--- config.mk ---
export PLATFORM = sky130hd
export DESIGN_NAME = fetch_prefetch_unit
export DESIGN_NICKNAME = d
export VERILOG_FILES = /design/src/rtl/fetch_prefetch_unit.sv
export SDC_FILE = /design/constraint.sdc
export NUM_CORES = 1
export LEC_CHECK = 0
export ABC_AREA = 1
export CAP_MARGIN = 0
export CORE_ASPECT_RATIO = 0.75
export CORE_MARGIN = 2
export CORE_UTILIZATION = 55
export CTS_CLUSTER_SIZE = 24
export DETAILED_ROUTE_END_ITERATION = 10
export PLACE_DENSITY = 0.84
export SYNTH_ARGS = -nofsm -noshare
export SYNTH_HDL_FRONTEND = slang
export SYNTH_SLANG_ARGS = --single-unit
--- constraint.sdc ---
create_clock -name clk -period 5.5 [get_ports clk]
set_input_delay 1.1 -clock clk [delete_from_list [all_inputs] [get_ports clk]]
set_output_delay 1.1 -clock clk [all_outputs]
set_load 0.1 [all_outputs]
--- src/rtl/fetch_prefetch_unit.sv ---
// Fetch stage with a DEPTH-entry prefetch FIFO between the instruction memory and decode.
// Requests are credit-limited so a returning response always has a free slot.
module fetch_prefetch_unit #(
   parameter int                    DATA_WIDTH = 32,
   parameter int                    DEPTH      = 4,
   parameter logic [DATA_WIDTH-1:0] RESET_PC   = '0
) (
   input  logic                  clk,
   input  logic                  rst,
   input  logic                  redirect_i,
   input  logic                  jalr_i,
   input  logic [DATA_WIDTH-1:0] pc_target_i,
   input  logic [DATA_WIDTH-1:0] alu_result_i,
   output logic                  imem_req_o,
   output logic [DATA_WIDTH-1:0] imem_addr_o,
   input  logic [DATA_WIDTH-1:0] imem_rdata_i,
   output logic                  valid_o,
   input  logic                  ready_i,
   output logic [DATA_WIDTH-1:0] instr_o,
   output logic [DATA_WIDTH-1:0] pc_o,
   output logic [DATA_WIDTH-1:0] pc_plus4_o
);

   localparam int PTR_W = $clog2(DEPTH);
   localparam int CNT_W = PTR_W + 1;

   logic [DATA_WIDTH-1:0] pc_q, pc_d;
   logic [DATA_WIDTH-1:0] cap_pc_q, cap_pc_d;
   logic [PTR_W-1:0]      rd_ptr_q, rd_ptr_d;
   logic [PTR_W-1:0]      wr_ptr_q, wr_ptr_d;
   logic [CNT_W-1:0]      count_q, count_d;
   logic                  inflight_q, inflight_d;
   logic                  kill_q, kill_d;

   logic [DATA_WIDTH-1:0] instr_mem [DEPTH];
   logic [DATA_WIDTH-1:0] pc_mem    [DEPTH];

   logic                  head_valid;
   logic                  pop;
   logic                  push;
   logic                  issue;
   logic [CNT_W:0]        credit_used;
   logic [DATA_WIDTH-1:0] redirect_target;

   assign head_valid = (count_q != '0);
   assign pop        = head_valid && ready_i && !redirect_i;
   assign push       = inflight_q && !kill_q && !redirect_i;

   // Slots already committed: buffered entries plus the response still on its way,
   // minus the slot decode frees this cycle.
   assign credit_used = {1'b0, count_q} + (CNT_W+1)'(inflight_q) - (CNT_W+1)'(pop);

   // Held low while reset is asserted so no request leaks out of a resetting unit.
   assign issue = rst && !redirect_i && (credit_used < (CNT_W+1)'(DEPTH));

   assign redirect_target = jalr_i ? {alu_result_i[DATA_WIDTH-1:1], 1'b0} : pc_target_i;

   always_comb begin
      pc_d       = pc_q;
      cap_pc_d   = cap_pc_q;
      rd_ptr_d   = rd_ptr_q;
      wr_ptr_d   = wr_ptr_q;
      count_d    = count_q;
      inflight_d = 1'b0;
      kill_d     = 1'b0;

      if (redirect_i) begin
         pc_d     = redirect_target;
         rd_ptr_d = '0;
         wr_ptr_d = '0;
         count_d  = '0;
         kill_d   = inflight_q;
      end else begin
         if (issue) begin
            pc_d       = pc_q + DATA_WIDTH'(4);
            cap_pc_d   = pc_q;
            inflight_d = 1'b1;
         end
         if (push) begin
            wr_ptr_d = wr_ptr_q + PTR_W'(1);
         end
         if (pop) begin
            rd_ptr_d = rd_ptr_q + PTR_W'(1);
         end
         count_d = count_q + CNT_W'(push) - CNT_W'(pop);
      end
   end

   always_ff @(posedge clk or negedge rst) begin
      if (!rst) begin
         pc_q       <= RESET_PC;
         cap_pc_q   <= '0;
         rd_ptr_q   <= '0;
         wr_ptr_q   <= '0;
         count_q    <= '0;
         inflight_q <= 1'b0;
         kill_q     <= 1'b0;
      end else begin
         pc_q       <= pc_d;
         cap_pc_q   <= cap_pc_d;
         rd_ptr_q   <= rd_ptr_d;
         wr_ptr_q   <= wr_ptr_d;
         count_q    <= count_d;
         inflight_q <= inflight_d;
         kill_q     <= kill_d;
      end
   end

   // Storage needs no reset: nothing is visible unless count_q says it is valid.
   always_ff @(posedge clk) begin
      if (push) begin
         instr_mem[wr_ptr_q] <= imem_rdata_i;
         pc_mem[wr_ptr_q]    <= cap_pc_q;
      end
   end

   assign imem_req_o  = issue;
   assign imem_addr_o = pc_q;
   assign valid_o     = head_valid;
   assign instr_o     = head_valid ? instr_mem[rd_ptr_q] : '0;
   assign pc_o        = head_valid ? pc_mem[rd_ptr_q] : '0;
   assign pc_plus4_o  = head_valid ? (pc_mem[rd_ptr_q] + DATA_WIDTH'(4)) : '0;

   a_no_overflow : assert property (@(posedge clk) disable iff (!rst)
      (push && !pop) |-> (count_q < CNT_W'(DEPTH)));

endmodule

# == Word level (Yosys, flattened, before mapping) ==
# Memories as Yosys holds them, arrays and structs flattened.
# Index checks and enable logic that the tools add are counted.
# totals
register_bits,73
mem_bits_rw,256
input_bits,101
output_inout_bits,130
word_cells,48
n_memories,2
# mem_list
memory,depth,word_bits,rd,rd_ports_with_merged_regs,write_ports,line_no,rtl
instr_mem,4,32,1,0,1,35,logic [DATA_WIDTH-1:0] instr_mem [DEPTH];
pc_mem,4,32,1,0,1,36,logic [DATA_WIDTH-1:0] pc_mem [DEPTH];
# classes
add_sub_neg,8
n_lt_le_gt_ge,1
mux,16
n_bitwise,1
n_reduce_logical,13
# ops
operator,n
$mux 32,6
$add 32x3->32 const B,2
$mux 2,4
$logic_and 1x1->1,6
$reduce_bool 2->1,3
$mux 1,5
$add 2x1->2 const B,2
$add 3x1->4,1
$lt 4x3->1 const B,1
$sub 4x1->4,1
$add 3x1->3,1
$mux 3,1
$reduce_bool 3->1,1
$sub 3x1->3,1
$logic_not 1->1,2
$reduce_and 2->1,1
$not 1->1,1

# == Logic depth before layout (Yosys ltp) ==
# depth
depth_word,8
ltp_mapped,16

# == Least setup slack after synthesis ==
# OpenSTA, ideal clock, no wires.
# synth_path
kind,reg-to-output
from,register rd_ptr_q[0]
to,output pc_plus4_o[16]
arrival_time_ns,3.835
t_required_ns,4.400
slack_ns,0.565
path_stages_with_launch,15
path_buffers,2
path_cell_list,dfrtp_1 > inv_2 > buf_6 > buf_6 > nand2_1 > nand3_1 > nand2_1 > inv_1 > ha_1 > nand2_2 > nor2_2 > inv_2 > nor2_4 > a21oi_1 > nor3_1
# synth_via
elab_chain_len,3
# synth_lines
element,line_no,rtl
"start, declared",29,"logic [PTR_W-1:0] rd_ptr_q, rd_ptr_d;"
"start signal, assigned",101,rd_ptr_q <= rd_ptr_d;
$mem_v2 4x32,-,
$add 32x3->32,122,assign pc_plus4_o = head_valid ? (pc_mem[rd_ptr_q] + DATA_WIDTH'(4)) : '0;
$mux 32,122,
"end, declared",21,output logic [DATA_WIDTH-1:0] pc_plus4_o
# No other way between the ends.

# == Worst setup path in the final report ==
# layout_path
from,register rd_ptr_q[0]
to,output pc_plus4_o[29]
# The elaborated chain is that of the path after synthesis.

==> flow_summary.yaml <==
run_status:
  status: "completed"
synthesis:
  syn_area_mm2: 0.01549
  ys_warn_count: 0
  ys_types: 39
  synth.avg_cell_area_um2: 9.523
  synthCells: 1627
  synth-seq-area-share_pct: 61.41
  synth_seq_cells: 329
  syn_nets: 1738
floorplanning:
  io-pin-count: 231
  core_mm2: 0.02785
  rows: 53
  dieArea_mm2: 0.02954
  die_w_um: 197.8
  die_h_um: 149.4
  start_util_pct: 55.63
cts:
  clock_sinks: 329
  clockRootBuffer: "clkbuf_16"
  insertion_delay_ns: 0.55
  cts_setup_buffers: 0
  cts_buffers: 30
  cts-resized-gates: 0
  path_clk_slew_ns: 0.06
  ctsHoldBuffers: 0
  cts_tree: "built"
  clockBufferDepth: 3
  cts_max_level: 1
place:
  dp.cells: 2152
  gp_congestion: 0.9235
  postPlaceCellArea_mm2: 0.01788
  dp_hpwl_um: 25840
  io_buffers: 229
timing:
  finalHoldViolCount: 0
  relSlewSlack_pct: 30.61
  fin_worst_skew_ns: 0.01042
  slew_violations: 0
  worstMarginPinSlew_ns: 1.038
  layout_min_cycle_time_ns: 4.704
  fmax_ghz: 0.2126
  min_period_over_period_pct: 85.53
  rsz0062_at_grt: "no"
  final.setup.tns_ns: 0
  finalSetupViolCount: 0
hold_path:
  hold_class: "reg -> reg"
  min_to: "kill_q"
  min-delay-start: "inflight_q"
  worstHoldPathCells: 2
setup_path:
  arrival_ns: 3.60
  cp-end-kind: "output pin"
  critPathKind: "reg -> out"
  timing.rr.start: "count_q[1]"
  cp.required_ns: 4.40
  startpoint_type: "flop"
  rrSetupSlack_ns: 1.70
  rr_endpoint: "imem_addr_o[20]"
  reg2regPathDepth: 16
  path_max_fanout: 68
drt:
  vias: 12150
  vias_per_cell: 5.501
  drcViolationCount: 0
  dr.max_layer_used: "met4"
  dr_wl_met3_um: 3421
  wl_um: 38820
  drtIter0Drc: 1038
  detail-route-antenna-nets: 0
  wl_per_cell_um: 17.58
  dr_wl_met2_um: 17350
  first_pass_iters: 6
  wl_met1_um: 17260
global_route:
  grt_use_total_pct: 26.30
  grt_pass1_vias: 11480
  grt_antenna_before_repair: 0
  grt_max_degree: 102
  grt_pass1_wl_um: 60580
  gr-total-overflow: 0
finish:
  finalNonFillerCells: 2208
  drive_above_1_share_pct: 11.72
  antennaDiodeCount: 0
  nets: 1938
  fin_area_mm2: 0.01889
  fin_util_pct: 67.83
  syn_to_final_growth_pct: 21.93
flow_run:
  cap_violations: 0
==> flip-flops by register name, indices dropped and copies added, names as in the netlist <==
| name | count |
|---|---|
| inflight_q | 1 |
| count_q | 3 |
| cap_pc_q | 32 |
| wr_ptr_q | 2 |
| instr_mem | 128 |
| rd_ptr_q | 2 |
| pc_mem | 128 |
| imem_addr_o | 32 |
| kill_q | 1 |
==> critical path: stages (launching register included) <==
cell	delay, ns
dfrtp_4	0.56
inv_4	0.51
buf_4	0.29
o21ai_1	0.07
o21a_2	0.30
nor2_2	0.18
nand2_1	0.13
nor3_2	0.30
nand2_1	0.09
nand2_1	0.06
nand2_1	0.05
nor2_1	0.14
buf_4	0.32
==> placed cells by master (no fill, tap or decap), drive strengths merged <==
cell	count
bufinv	4
nand4	15
nand3	80
nor3	26
a31oi	1
and2	2
clkdlybuf4s50	145
a32oi	2
inv	129
o22ai	12
o32ai	1
xnor2	1
o21a	2
nand3b	3
xor2	29
o21ai	190
nor2	335
edfxtp	256
dfrtp	73
nand2	300
buf	108
fa	1
o21bai	1
clkbuf	46
clkinv	7
o211ai	16
ha	9
a21oi	56
nor4	1
==> cells in the mapped netlist <==
master	n	area (um2)
o21ai_0	171	855.8
a32oi_1	2	17.52
nor3_2	4	40.04
nor3_1	22	110.1
nand2_1	288	1081
a21oi_1	55	275.3
o21ai_1	19	95.09
buf_1	8	30.03
nor2_1	317	1190
and2_1	2	12.51
clkinv_1	1	3.750
o211ai_1	16	120.1
nor2_2	12	75.07
a31oi_1	1	6.260
nand3b_1	3	22.52
o32ai_1	1	8.760
buf_2	20	100.1
clkbuf_1	40	150.1
buf_6	8	90.09
nand2_2	12	75.07
clkbuf_2	1	5.000
edfxtp_1	256	7687
a21oi_2	1	8.760
buf_4	8	60.06
xor2_1	29	254.0
fa_1	1	20.02
nor2_4	6	67.56
ha_1	9	112.6
xnor2_1	1	8.760
dfrtp_1	73	1827
o21a_1	1	7.510
o21bai_1	1	7.510
nand4_1	15	93.84
inv_1	107	401.6
nor4_1	1	6.260
nand3_1	80	400.4
o22ai_1	12	75.07
inv_2	22	82.58
o21a_2	1	8.760
==> per-layer routing <==
layer  GRT usage [%]  vias to the layer above
met4           6.165                        0
met2           41.04                      544
met5               0                        -
met1           38.73                     5684
li1                -                     5857
met3           4.680                       62
==> area by class of cell <==
type / count / area [um2]
flip-flops and latches: 329 / 9519
fillers: 2109 / 8961
multi-input cells: 1083 / 5089
repair buffers: 253 / 2337
clock buffers: 46 / 859.6
inverters: 130 / 490.5
well taps: 357 / 446.7
clock inverters: 10 / 148.9
==> through the flow <==
step,setup WS [ns],hold WS (ns)
6_report,0.7959,0.4981
5_1_grt,0.4926,0.5364
4_1_cts,0.7919,0.4957
3_5_place_dp,0.8848,0.4815
3_3_place_gp,0.9221,0.4767
2_1_floorplan,0.5647,0.4581
==> cell families (layout without fill, tap and decap cells) <==
| family | after synthesis | in the layout | share of synthesized area, % |
|---|---|---|---|
| AND/OR/NAND/NOR | 762 | 762 | 20.49 |
| buffers and inverters | 215 | 439 | 5.960 |
| flip-flops | 329 | 329 | 61.41 |
| XOR/XNOR | 30 | 30 | 1.696 |
| AO/OA/AOI/OAI | 281 | 281 | 9.594 |
| adder cells (fa/ha/maj) | 10 | 10 | 0.8560 |
==> how the worst max path moves through the flow <==
stage | cells past startpoint | end | startpoint | slack [ns]
final | 12 | pc_plus4_o[29] | rd_ptr_q[0] | 0.80
after global routing | 13 | pc_plus4_o[16] | rd_ptr_q[0] | 0.49
after global placement | 15 | imem_addr_o[20] | redirect_i | 0.92
after CTS | 5 | instr_o[30] | rd_ptr_q[0] | 0.79
after floorplan | 14 | pc_plus4_o[16] | rd_ptr_q[0] | 0.56
after detailed placement | 15 | imem_addr_o[3] | redirect_i | 0.88
Power is left out: the tool's default activity adds up to more than one toggle a clock period on the data nets, which glitch-free logic cannot reach.
